**src/rtl/ssg_pkg.sv**
```systemverilog
`default_nettype none
// ============================================================================
//  Package     : ssg_pkg
//  Description : Shared constants for the 7-segment scan controller:
//                active-low segment patterns (bit order g..a) and the scan
//                FSM state encoding.
//  Revision    : 1.0  initial release
// ============================================================================
package ssg_pkg;

    // Active-low segment patterns, bit 6 = g ... bit 0 = a
    localparam logic [6:0] SEG_0     = 7'b1000000;
    localparam logic [6:0] SEG_1     = 7'b1111001;
    localparam logic [6:0] SEG_2     = 7'b0100100;
    localparam logic [6:0] SEG_3     = 7'b0110000;
    localparam logic [6:0] SEG_4     = 7'b0011001;
    localparam logic [6:0] SEG_5     = 7'b0010010;
    localparam logic [6:0] SEG_6     = 7'b0000010;
    localparam logic [6:0] SEG_7     = 7'b1111000;
    localparam logic [6:0] SEG_8     = 7'b0000000;
    localparam logic [6:0] SEG_9     = 7'b0010000;
    localparam logic [6:0] SEG_BLANK = 7'h7F;

    typedef enum logic {
        ST_BLANK = 1'b0,
        ST_DRIVE = 1'b1
    } scan_state_t;

endpackage
`default_nettype wire

```
**src/rtl/ssg_scan_ctrl_if.sv**
```systemverilog
`default_nettype none
// ============================================================================
//  Interface   : ssg_scan_ctrl_if
//  Description : Load handshake between the BCD digit producer (master) and
//                the scan controller (slave).
//  Signals     : digits_in  4*NUM_DIGITS  BCD value, nibble 0 = LSD
//                dp_in      NUM_DIGITS    decimal points, 1 = lit
//                blank_lz   1             suppress leading zeros
//                load       1             1-cycle capture request
//                load_ack   1             pending value moved into shadow
//  Revision    : 1.0  initial release
// ============================================================================
interface ssg_scan_ctrl_if #(
    parameter int NUM_DIGITS = 4
) ();
    logic [4*NUM_DIGITS-1:0] digits_in;
    logic [NUM_DIGITS-1:0]   dp_in;
    logic                    blank_lz;
    logic                    load;
    logic                    load_ack;

    modport master (
        output digits_in, dp_in, blank_lz, load,
        input  load_ack
    );

    modport slave (
        input  digits_in, dp_in, blank_lz, load,
        output load_ack
    );
endinterface
`default_nettype wire

```
**src/rtl/ssg_bcd_decode.sv**
```systemverilog
`default_nettype none
// ============================================================================
//  Module      : ssg_bcd_decode
//  Description : Combinational BCD nibble to active-low 7-segment decoder.
//                Non-BCD nibbles (10..15) and a set blank input both give
//                an all-off pattern.
//  Ports       : nibble  in  4  BCD digit
//                blank   in  1  force all segments off
//                seg     out 7  segments g..a, active-low
//  Revision    : 1.0  initial release
// ============================================================================
module ssg_bcd_decode
    import ssg_pkg::*;
(
    input  logic [3:0] nibble,
    input  logic       blank,
    output logic [6:0] seg
);

    always_comb begin
        seg = SEG_BLANK;
        if (!blank) begin
            case (nibble)
                4'd0:    seg = SEG_0;
                4'd1:    seg = SEG_1;
                4'd2:    seg = SEG_2;
                4'd3:    seg = SEG_3;
                4'd4:    seg = SEG_4;
                4'd5:    seg = SEG_5;
                4'd6:    seg = SEG_6;
                4'd7:    seg = SEG_7;
                4'd8:    seg = SEG_8;
                4'd9:    seg = SEG_9;
                default: seg = SEG_BLANK;
            endcase
        end
    end

endmodule
`default_nettype wire

```
**src/rtl/ssg_scan_ctrl.sv**
```systemverilog
`default_nettype none
// ============================================================================
//  Module      : ssg_scan_ctrl
//  Description : Round-robin scan controller for a shared 7-segment bus.
//                Each digit slot is a blanking gap followed by a drive
//                period. Loaded values are held in a pending register and
//                moved into the display shadow only at frame boundaries.
//  Ports       : clk          in   system clock
//                reset        in   asynchronous, active-low reset
//                bus          slave load handshake (ssg_scan_ctrl_if)
//                frame_start  out  pulse on first cycle of a new frame
//                SSG_D        out  segments g..a, active-low
//                SSG_DP       out  decimal point, active-low
//                SSG_EN       out  digit enables, active-low
//  Revision    : 1.0  initial release
// ============================================================================
module ssg_scan_ctrl
    import ssg_pkg::*;
#(
    parameter int NUM_DIGITS   = 4,
    parameter int REFRESH_DIV  = 50000,
    parameter int BLANK_CYCLES = 500
) (
    input  logic                  clk,
    input  logic                  reset,
    ssg_scan_ctrl_if.slave        bus,
    output logic                  frame_start,
    output logic [6:0]            SSG_D,
    output logic                  SSG_DP,
    output logic [NUM_DIGITS-1:0] SSG_EN
);

    localparam int CW = $clog2(REFRESH_DIV);
    localparam int IW = $clog2(NUM_DIGITS);

    localparam logic [CW-1:0] c_blank_last = CW'(BLANK_CYCLES - 1);
    localparam logic [CW-1:0] c_drive_last = CW'(REFRESH_DIV - BLANK_CYCLES - 1);
    localparam logic [IW-1:0] c_idx_last   = IW'(NUM_DIGITS - 1);

    // ---------------- scan FSM ----------------
    scan_state_t   r_state, w_state_nx;
    logic [CW-1:0] r_cnt, w_cnt_nx;
    logic [IW-1:0] r_idx, w_idx_nx;
    logic          w_boundary;

    always_ff @(posedge clk or negedge reset) begin
        if (!reset) begin
            r_state <= ST_BLANK;
            r_cnt   <= '0;
            r_idx   <= '0;
        end else begin
            r_state <= w_state_nx;
            r_cnt   <= w_cnt_nx;
            r_idx   <= w_idx_nx;
        end
    end

    always_comb begin
        w_state_nx = r_state;
        w_cnt_nx   = r_cnt + 1'b1;
        w_idx_nx   = r_idx;
        w_boundary = 1'b0;
        case (r_state)
            ST_BLANK: begin
                if (r_cnt == c_blank_last) begin
                    w_state_nx = ST_DRIVE;
                    w_cnt_nx   = '0;
                end
            end
            ST_DRIVE: begin
                if (r_cnt == c_drive_last) begin
                    w_state_nx = ST_BLANK;
                    w_cnt_nx   = '0;
                    if (r_idx == c_idx_last) begin
                        // last drive cycle of the last digit: frame boundary
                        w_idx_nx   = '0;
                        w_boundary = 1'b1;
                    end else begin
                        w_idx_nx = r_idx + 1'b1;
                    end
                end
            end
            default: ;
        endcase
    end

    // ---------------- pending / shadow registers ----------------
    logic [4*NUM_DIGITS-1:0] r_pend_digits, r_sh_digits;
    logic [NUM_DIGITS-1:0]   r_pend_dp, r_sh_dp;
    logic                    r_pend_blz, r_sh_blz;
    logic                    r_pend_v;
    logic                    r_load_ack;
    logic                    r_frame_start;
    logic                    r_started;

    always_ff @(posedge clk or negedge reset) begin
        if (!reset) begin
            r_pend_digits <= '0;
            r_pend_dp     <= '0;
            r_pend_blz    <= 1'b0;
            r_pend_v      <= 1'b0;
            r_sh_digits   <= '0;
            r_sh_dp       <= '0;
            r_sh_blz      <= 1'b0;
            r_load_ack    <= 1'b0;
            r_frame_start <= 1'b0;
            r_started     <= 1'b0;
        end else begin
            r_load_ack    <= w_boundary && (r_pend_v || bus.load);
            // r_started makes the first frame after reset release announce itself
            r_frame_start <= w_boundary || !r_started;
            r_started     <= 1'b1;
            if (w_boundary) begin
                // a load landing on the boundary itself skips the pending stage
                if (bus.load) begin
                    r_sh_digits <= bus.digits_in;
                    r_sh_dp     <= bus.dp_in;
                    r_sh_blz    <= bus.blank_lz;
                end else if (r_pend_v) begin
                    r_sh_digits <= r_pend_digits;
                    r_sh_dp     <= r_pend_dp;
                    r_sh_blz    <= r_pend_blz;
                end
                r_pend_v <= 1'b0;
            end else if (bus.load) begin
                r_pend_digits <= bus.digits_in;
                r_pend_dp     <= bus.dp_in;
                r_pend_blz    <= bus.blank_lz;
                r_pend_v      <= 1'b1;
            end
        end
    end

    assign bus.load_ack = r_load_ack;
    assign frame_start  = r_frame_start;

    // ---------------- digit select and leading-zero mask ----------------
    logic [3:0] w_nib;
    logic       w_dp;
    logic       w_zero_run;
    logic       w_lz_sel;
    logic       w_blank;
    logic [6:0] w_seg;
    logic [NUM_DIGITS-1:0] w_en_drive;

    always_comb begin
        w_nib      = 4'd0;
        w_dp       = 1'b0;
        w_lz_sel   = 1'b0;
        w_zero_run = 1'b1;
        // walk from the MSD down: w_zero_run is set while every nibble so far is 0
        for (int i = NUM_DIGITS - 1; i >= 0; i--) begin
            w_zero_run = w_zero_run && (r_sh_digits[4*i +: 4] == 4'd0);
            if (IW'(i) == r_idx) begin
                w_nib    = r_sh_digits[4*i +: 4];
                w_dp     = r_sh_dp[i];
                w_lz_sel = w_zero_run;
            end
        end
    end

    assign w_blank    = r_sh_blz && (r_idx != '0) && w_lz_sel;
    assign w_en_drive = ~({{(NUM_DIGITS-1){1'b0}}, 1'b1} << r_idx);

    ssg_bcd_decode u_dec (
        .nibble (w_nib),
        .blank  (w_blank),
        .seg    (w_seg)
    );

    // ---------------- registered pin outputs ----------------
    logic [6:0]            r_ssg_d;
    logic                  r_ssg_dp;
    logic [NUM_DIGITS-1:0] r_ssg_en;

    always_ff @(posedge clk or negedge reset) begin
        if (!reset) begin
            r_ssg_d  <= SEG_BLANK;
            r_ssg_dp <= 1'b1;
            r_ssg_en <= '1;
        end else if (r_state == ST_DRIVE) begin
            r_ssg_d  <= w_seg;
            r_ssg_dp <= ~w_dp;
            r_ssg_en <= w_en_drive;
        end else begin
            r_ssg_d  <= SEG_BLANK;
            r_ssg_dp <= 1'b1;
            r_ssg_en <= '1;
        end
    end

    assign SSG_D  = r_ssg_d;
    assign SSG_DP = r_ssg_dp;
    assign SSG_EN = r_ssg_en;

endmodule
`default_nettype wire
```
**src/flat_wrapper.sv**
```systemverilog
// flat-port wrapper written by rule: the top's interface ports become plain ports
module ssg_scan_ctrl_flat import ssg_pkg::*;
#(
    parameter int NUM_DIGITS   = 4,
    parameter int REFRESH_DIV  = 50000,
    parameter int BLANK_CYCLES = 500
)
  (clk, reset, frame_start, SSG_D, SSG_DP, SSG_EN, bus_digits_in, bus_dp_in, bus_blank_lz, bus_load, bus_load_ack);
  ssg_scan_ctrl_if #(.NUM_DIGITS(NUM_DIGITS)) bus_i ();
  input  logic clk;
  input  logic reset;
  output logic frame_start;
  output logic [6:0] SSG_D;
  output logic SSG_DP;
  output logic [NUM_DIGITS-1:0] SSG_EN;
  input wire logic [$bits(bus_i.digits_in)-1:0] bus_digits_in;
  input wire logic [$bits(bus_i.dp_in)-1:0] bus_dp_in;
  input wire logic [$bits(bus_i.blank_lz)-1:0] bus_blank_lz;
  input wire logic [$bits(bus_i.load)-1:0] bus_load;
  output wire logic [$bits(bus_i.load_ack)-1:0] bus_load_ack;
  assign bus_i.digits_in = bus_digits_in;
  assign bus_i.dp_in = bus_dp_in;
  assign bus_i.blank_lz = bus_blank_lz;
  assign bus_i.load = bus_load;
  assign bus_load_ack = bus_i.load_ack;
  ssg_scan_ctrl #(.NUM_DIGITS(NUM_DIGITS), .REFRESH_DIV(REFRESH_DIV), .BLANK_CYCLES(BLANK_CYCLES)) u_core (.clk(clk), .reset(reset), .bus(bus_i), .frame_start(frame_start), .SSG_D(SSG_D), .SSG_DP(SSG_DP), .SSG_EN(SSG_EN));
endmodule
```
**config.mk**
```make
export PLATFORM = sky130hd
export DESIGN_NAME = ssg_scan_ctrl_flat
export DESIGN_NICKNAME = d
export VERILOG_FILES = /design/src/rtl/ssg_pkg.sv /design/src/rtl/ssg_scan_ctrl_if.sv /design/src/rtl/ssg_bcd_decode.sv /design/src/rtl/ssg_scan_ctrl.sv /design/src/flat_wrapper.sv
export SDC_FILE = /design/constraint.sdc
export NUM_CORES = 1
export LEC_CHECK = 0
export CORE_ASPECT_RATIO = 1.75
export CORE_MARGIN = 1.5
export CORE_UTILIZATION = 61
export DETAILED_ROUTE_END_ITERATION = 6
export PLACE_DENSITY = 0.95
export SLEW_MARGIN = 30
export SYNTH_ARGS = -nofsm -noshare
export SYNTH_HDL_FRONTEND = slang
export SYNTH_SLANG_ARGS = --single-unit
```
**constraint.sdc**
```tcl
create_clock -name clk -period 5.87 [get_ports clk]
set_input_delay 1.174 -clock clk [delete_from_list [all_inputs] [get_ports clk]]
set_output_delay 1.174 -clock clk [all_outputs]
set_load 0.02 [all_outputs]
```
* Word-level counts from Yosys, hierarchy flattened
Memories as Yosys holds them, arrays and structs flattened.
Index checks and enable logic that the tools add are counted.
** Word-level totals
- Bits in registers :: 77
- ROM bits :: 112
- Bits of input ports :: 24
- Logic and storage cells :: 84
- Memories :: 1
** Memory list
- (no name shown) :: words 16, width 7, rd ports 1, clocked after memory_dff 0, write ports 0, RTL line ssg_bcd_decode.sv:23 : case (nibble)
** Cells by class
- $add $sub $neg :: 2
- Equal/unequal tests :: 6
- Shift-type cells :: 1
- Multiplexer cells :: 34
- Bitwise gates (word level) :: 4
- Reduce and logical (&&, ||, !) cells :: 20
** Operators with widths (count)
- $mux 16 :: 4
- $pmux 16 s2 :: 1
- $mux 4 :: 7
- $mux 1 :: 18
- $add 16x1->16 const B :: 1
- $eq 16x16->1 const B :: 1
- $eq 16x9->1 const B :: 1
- $logic_not 4->1 :: 4
- $mux 7 :: 2
- $logic_and 1x1->1 :: 6
- $reduce_and 2->1 :: 3
- $reduce_bool 2->1 :: 3
- $eq 2x2->1 const A :: 2
- $not 4->4 :: 1
- $shl 1x2->4 const A :: 1
- $not 1->1 :: 3
- $add 2x1->2 const B :: 1
- $eq 1x2->1 const A :: 1
- $eq 2x2->1 const B :: 1
- $logic_not 2->1 :: 1
- $logic_or 1x1->1 :: 2
- $mux 2 :: 1
- $pmux 1 s2 :: 1
- $logic_not 1->1 :: 1

* Longest topological paths before layout
Gate-level depths: netlist (run 1).
- Depth after elaboration :: 8
- Mapped depth :: 9
- Gate-level depth less buffers :: 8

* Cells and area by module
Synthesis (run 1) repeated with hierarchy kept, for this count alone.
** Unflattened totals
- Cells, all modules :: 423
- Area, all modules :: 4015.1 um2
** Modules (own cells, without submodules)
- ssg_scan_ctrl :: instances 1, cells an instance 388, area an instance 3762.4 um2, seq. area each 1941.9 um2
- ssg_bcd_decode :: instances 1, cells an instance 35, area an instance 252.7 um2, seq. area each 0.0 um2

* Least setup slack after synthesis (run 1)
OpenSTA, ideal clock, no wires.
- Path kind :: input -> register
- From :: input bus_load
- To :: register u_core.r_sh_digits[12]
- Library setup time :: 0.121 ns
- Arrival time :: 2.111 ns
- Required time :: 5.749 ns
- Path slack :: 3.637 ns
- Cell stages on the path :: 5
- Path buffers :: 2
- Cells stage by stage :: clkbuf_1 > nor2_1 > nor2_8 > buf_6 > o22a_1
** On the way
- Word-level cells in the longest chain between the ends :: 2
- Elaborated cells on any way between the ends :: 3
- Those cells by class :: mux (1); reduce/logical (2)
** RTL lines
- start: declaration :: RTL line flat_wrapper.sv:19 : input wire logic [$bits(bus_i.load)-1:0] bus_load;
- $reduce_bool 2->1 (no source line)
- $reduce_and 2->1 (no source line)
- end signal: assignment :: RTL line ssg_scan_ctrl.sv:116 : r_sh_digits <= bus.digits_in;
- end signal: assignment :: RTL line ssg_scan_ctrl.sv:120 : r_sh_digits <= r_pend_digits;
- end: declaration :: RTL line ssg_scan_ctrl.sv:88 : logic [4*NUM_DIGITS-1:0] r_pend_digits, r_sh_digits;
Several ways; a longest one is shown, not always the timed one.
A chain may end at the register's enable or synchronous reset.

* Worst setup path after layout (run 1)
- From :: input bus_load
- To :: register u_core.r_sh_digits[11]
Same word-level chain as after synthesis.

==> flow_metrics.tcl, run 1 <==
set metrics [dict create \
    num_rows 38 \
    synth.top_cell.area_share 0.4250 \
    cts_max_level 3 \
    maxCapViolCount 0 \
    crit_path_max_incr_delay_ps 830 \
    diodes 0 \
    via_count 2779 \
    max_freq_mhz 336.5 \
    ys_top_cells_by_count "dfrtp_1 (65), inv_1 (28), a21oi_1 (23), nor2_1 (23), nor3b_1 (21)" \
    cp_max_fo 24 \
    num-nets-final 408 \
    syn_area_sq_um 3827 \
    critPathArrivalTime_ps 3210 \
    hold_class "reg2reg" \
    synth_flop_cell "dfrtp_1" \
    die_w_microns 62.88 \
    period_share 0.5062 \
    synth_seq_area_share 0.5074 \
    ys_ff_latch 77 \
    clk_pin_slew_worst_paths_ps 70 \
    wl_per_cell_microns 16.60 \
    syn-num-nets 376 \
    critPathTopFamily "buffers and inverters" \
    yosys_warnings 0 \
    synthDistinctLibCells 55 \
    tns_ps 0 \
    drt-total-wl_mm 7.684 \
    die_h_microns 107.8 \
    grt_pass1_wl_mm 13.05 \
    root_buffer "clkbuf_8" \
    drive_above_1_share 0.1645 \
    grt-ovfl-total 0 \
    post_cts_buffers 0 \
    place_congestion 0.8195 \
    worstPathCellList "clkdlybuf4s50_1 > buf_4 > nor2_1 > nor2_8 > o22a_1" \
    cts_made_buffers 9 \
    area_growth_pct 14.78 \
    grt_start_max_net_pins 61 \
    crit_path_end_kind "register" \
    clockBufferDepth 2 \
    dr.pass1.iters 4 \
    relSlewSlack 0.4637 \
    synth_top_area_cell "dfrtp_1" \
    syn_inst 346 \
    avgSynthCellArea_sq_um 11.06 \
    coreArea_sq_um 6133 \
    hold_slack_ps 422.6 \
    drc 0 \
    crit_path_top_delay_cell "clkdlybuf4s50_1" \
    synth-edff-count 0 \
    crit_type "in2reg" \
    ios 38 \
    rsz0062_at_grt "false" \
    track_usage 0.2527 \
    setup_viol 0 \
    yosysMostFrequentCell "dfrtp_1" \
    period_minus_slack_ps 2972 \
    worst_pin_slew_ps 802.0 \
    critPathLaunchType "input port" \
    start_util 0.6240 \
    dp_hpwl_mm 5.478 \
    grt_pass1_vias 2754 \
    io_buffers 37 \
    crit_required_ps 6110 \
    power.leakage_nw 1.844 \
    die-area_sq_um 6778 \
    antenna_found_initial 0 \
    cts_resized 0 \
    cts.sinks 77 \
    n_fill_cell 402 \
    hold_buffers 0 \
    power_density_nw_per_um2 245.3 \
    outcome "finished clean" \
    finalHoldViolations 0 \
    synth_area_leaders "dfrtp_1 (42%), dfstp_2 (8.2%), mux2_2 (5.6%)" \
    cts_tree "yes" \
    ys_async_sr_fraction 1.000 \
    viasPerCell 6.002 \
    antenna_left 0 \
    vdd_drop_max_mv 0.2584 \
    slew_viol_final 0 \
    drt_iter0_drc 235 \
    fin_worst_skew_ps 7.743 \
    insertion_delay_ps 370 \
    crit_buf_inv 2 \
]
logic make-up after synthesis:
family | after synthesis | share of synthesized area
buffers and inverters | 46 | 0.06015
XOR/XNOR | 15 | 0.03432
adder cells (fa/ha/maj) | 6 | 0.01961
flip-flops | 77 | 0.5074
AND/OR/NAND/NOR | 107 | 0.1765
AO/OA/AOI/OAI | 72 | 0.1363
other | 1 | 0.0009798
multiplexers | 22 | 0.06473
state kept, by name, summed over array words and instances (netlist names), 2 cells and up:
| name | cells |
|---|---|
| u_core.r_idx | 2 |
| u_core.SSG_EN | 4 |
| u_core.r_cnt | 16 |
| u_core.SSG_D | 7 |
| u_core.r_sh_dp | 4 |
| u_core.r_pend_digits | 16 |
| u_core.r_sh_digits | 16 |
| u_core.r_pend_dp | 4 |
final timing paths:
check                                             from                                    to  slack (ps)  cells after the start
setup / recovery                              bus_load    u_core.r_sh_digits[11]$_DFFE_PN0P_        2900                      5
hold / removal              u_core.r_started$_DFF_PN0_          u_core.frame_start$_DFF_PN0_         420                      1
setup reg to reg           u_core.r_idx[0]$_DFFE_PN0P_             u_core.SSG_D[0]$_DFF_PN1_        3490                      6
hold reg to reg             u_core.r_started$_DFF_PN0_          u_core.frame_start$_DFF_PN0_         420                      1
max in group asynchronous                        reset  u_core.r_pend_digits[11]$_DFFE_PN0P_        4080                      2
min in group asynchronous                        reset            u_core.r_cnt[14]$_DFF_PN0_         720                      1
report_power, final:
part / leakage (nW) / total, mW / switching (mW) / internal (mW)
Sequential: 0.932 / 0.569 / 0.0152 / 0.554
Clock: 0.112 / 0.416 / 0.187 / 0.229
Combinational: 0.800 / 0.0920 / 0.0446 / 0.0474
Total: 1.84 / 1.08 / 0.247 / 0.830
area by class of cell:
cell class,count,area [sq um],share of cell area
Sequential cell,77,1942,0.4420
Clock inverter,4,45.04,0.01025
Clock buffer,12,165.2,0.03760
Tap cell,80,100.1,0.02279
Inverter,28,105.1,0.02392
Timing Repair Buffer,39,380.4,0.08659
Multi-Input combinational cell,223,1655,0.3768
worst register-to-register path, stage by stage, from the launching register on:
cell and delay, ps:
dfrtp_1 440, inv_1 100, ha_1 400, or4b_1 570
a2111oi_0 310, a31oi_1 290, o21ai_0 180
placed cells by master, fill, tap and decap left out, types with 2 or more instances in the layout:
cell type | Yosys | routed
nor3b_1 | 21 | 21
xor2_1 | 4 | 4
buf_4 | 0 | 2
clkbuf_8 | 0 | 12
o22ai_1 | 3 | 3
a32oi_1 | 2 | 2
nand2_1 | 20 | 20
nand3_1 | 7 | 7
a21oi_1 | 23 | 23
mux2_2 | 19 | 19
nand4b_1 | 4 | 4
dfstp_2 | 12 | 12
and3_1 | 2 | 2
inv_1 | 28 | 28
nor2b_1 | 3 | 3
xnor2_1 | 11 | 11
o21ai_0 | 6 | 6
nor2_1 | 23 | 23
dfrtp_1 | 65 | 65
and4bb_2 | 2 | 2
a221oi_2 | 2 | 2
a211oi_1 | 4 | 4
nand4_1 | 3 | 3
nand3b_1 | 5 | 5
a31oi_1 | 4 | 4
nor3_1 | 3 | 3
nor4_1 | 3 | 3
o22a_1 | 19 | 19
mux2_1 | 3 | 3
clkdlybuf4s50_1 | 0 | 36
clkinv_2 | 0 | 3
ha_1 | 6 | 6
o211ai_1 | 2 | 2
stage by stage:
stage | power, mW | setup slack [ps] | instances | area [sq um] | util
finish | 1.077 | 2898 | 463 | 4393 | 0.7162
global route | 1.120 | 2784 | 463 | 4393 | 0.7162
CTS | 1.086 | 2959 | 463 | 4393 | 0.7162
detailed placement | 0.6708 | 2588 | 447 | 4183 | 0.6820
global placement | 0.6646 | 2666 | 447 | 4183 | 0.6820
floorplan | 0.6303 | 3637 | 346 | 3827 | -
metal layers:
metal  track usage  routed length [microns]  vias to the layer above
met5             0                        0                        -
met4        0.1587                      286                        0
li1              -                        -                     1290
met2        0.4255                     4105                       85
met1        0.2893                     2996                     1380
met3       0.05439                      295                       24
(Power assumes the default switching activity.)
==> inputs of run 2 (changes only) <==
CORE_UTILIZATION = 57   (was 61)
PLACE_DENSITY = 0.91   (was 0.95)
clock period = 2.8 ns   (was 5.87 ns; I/O delays follow)
==> run 2 against run 1 <==
Critical path depth up 2. Non-clock buffer count is 2 higher. Critical path type is now reg2reg. Sequential power increased by 110%.
==> flow_metrics.tcl, run 2 (synthesized netlist as in run 1, its figures left out) <==
set metrics [dict create \
    p_clk_frac 0.421 \
    diodes 0 \
    p_total_mw 2.403 \
    ios 38 \
    crit_path_max_incr_delay_ps 530 \
    die_h_microns 111.4 \
    dp_cells 451 \
    fin_worst_skew_ps 4.413 \
    die_w_microns 64.95 \
    clockBufferDepth 2 \
    grt-ovfl-total 0 \
    seqPwrFrac 0.498 \
    hold_buffers 0 \
    critPathArrivalTime_ps 2600 \
    top_regs "u_core.r_cnt x16, u_core.r_pend_digits x16, u_core.r_sh_digits x16" \
    vdd_drop_max_mv 0.4017 \
    area_growth_pct 16.64 \
    viasPerCell 5.981 \
    most-common-layout-cells "dfrtp_1 (65), clkdlybuf4s50_1 (36), inv_1 (28)" \
    coreArea_sq_um 6490 \
    num-nets-final 410 \
    dr.pass1.iters 4 \
    crit_path_end_kind "register" \
    final_util 0.6879 \
    crit_type "reg2reg" \
    antenna_found_initial 0 \
    cts_tree "yes" \
    place_congestion 0.8885 \
    layout_commonest_cell "dfrtp_1" \
    track_usage 0.2387 \
    drt_iter0_drc 163 \
    finalHoldViolations 0 \
    tns_ps 0 \
    dp_hpwl_mm 5.224 \
    crit_required_ps 3060 \
    worst_pin_slew_ps 715.4 \
    antenna_left 0 \
    cts_max_level 3 \
    maxCapViolCount 0 \
    r2r_end "u_core.SSG_D[0]$_DFF_PN1_" \
    via_count 2793 \
    max_freq_mhz 426.1 \
    die-area_sq_um 7235 \
    r2r_slack_ps 450 \
    cts_resized 0 \
    grt_pass1_wl_mm 13.30 \
    grt_start_max_net_pins 46 \
    power.leakage_nw 1.865 \
    insertion_delay_ps 340 \
    period_minus_slack_ps 2347 \
    p_sw_mw 0.5349 \
    slew_viol_final 0 \
    drc 0 \
    rsz0062_at_grt "false" \
    rr_startpoint "u_core.r_idx[0]$_DFFE_PN0P_" \
    drive_above_1_share 0.1506 \
    cts_made_buffers 9 \
    period_share 0.8382 \
    start_util 0.5897 \
    crit_path_top_delay_cell "a221oi_2" \
    reg2reg_depth 7 \
    io_buffers 37 \
    instances_no_fill 467 \
    cts.sinks 77 \
    p_int_mw 1.869 \
    switching_share 0.2226 \
    cp_max_fo 16 \
    worstPathCellList "inv_1 > ha_1 > a211oi_1 > a221oi_2 > nor2_1 > o21a_1 > o21ai_0" \
    power_density_nw_per_um2 538.4 \
    setup_viol 0 \
    root_buffer "clkbuf_16" \
    hold_class "in2async" \
    post_cts_buffers 0 \
    grt_pass1_vias 2902 \
    wl_per_cell_microns 16.20 \
    outcome "finished clean" \
    num_rows 39 \
    pwr-share-comb 0.081 \
    crit_buf_inv 1 \
    drt-total-wl_mm 7.565 \
    critPathTopFamily "compound AO/OA/AOI/OAI gates" \
    critPathLaunchType "register" \
    relSlewSlack 0.5230 \
    clk_pin_slew_worst_paths_ps 50 \
]
-- run 2: changes by cell type in the layout (fill, tap and decap cells not counted), sizes merged --
cell / before / now
clkbuf: 12 / 16
buf: 3 / 5
bufinv: 1 / 0
clkinv: 3 / 0
-- run 2: power groups by stage --
stage          Sequential (mW)  Clock, mW  Combinational (mW)
2_1_floorplan             1.20          0               0.118
3_3_place_gp              1.21          0               0.188
3_5_place_dp              1.21          0               0.196
4_1_cts                   1.20       1.02               0.198
5_1_grt                   1.20       1.07               0.217
6_report                  1.20       1.01               0.195
-- run 2: stage by stage --
step                cell area, sq um  setup slack (ps)  hold slack, ps
floorplan                       3827             832.6           264.4
global placement                4213             644.9           393.2
detailed placement              4213             490.3           394.2
CTS                             4464             467.8           303.2
global route                    4464             176.2           338.6
finish                          4464             453.0           273.5
-- run 2: final cells by class --
type	count	area (sq um)
Inverter	28	105.1
Tap cell	82	102.6
Sequential cell	77	1942
Fill cell	462	2026
Multi-Input combinational cell	223	1655
Clock buffer	16	251.5
Timing Repair Buffer	41	407.9
-- run 2: worst max-delay path by stage --
stage	start	end	slack, ps	cells after the start
after floorplan	u_core.r_idx[0]$_DFFE_PN0P_	u_core.SSG_D[3]$_DFF_PN1_	830	9
after global placement	u_core.r_idx[0]$_DFFE_PN0P_	u_core.SSG_D[4]$_DFF_PN1_	640	6
after detailed placement	u_core.r_idx[0]$_DFFE_PN0P_	u_core.SSG_D[4]$_DFF_PN1_	490	6
after CTS	u_core.r_idx[0]$_DFFE_PN0P_	u_core.SSG_D[4]$_DFF_PN1_	470	6
after global routing	u_core.r_idx[0]$_DFFE_PN0P_	u_core.SSG_D[0]$_DFF_PN1_	180	6
final	u_core.r_idx[0]$_DFFE_PN0P_	u_core.SSG_D[0]$_DFF_PN1_	450	7
-- run 2: metal layers --
layer | GRT usage | vias to the layer above | part of all wire
li1 | - | 1307 | -
met5 | 0 | - | 0
met3 | 0.04848 | 29 | 0.038
met4 | 0.1461 | 0 | 0.047
met2 | 0.4021 | 82 | 0.53
met1 | 0.2720 | 1375 | 0.38
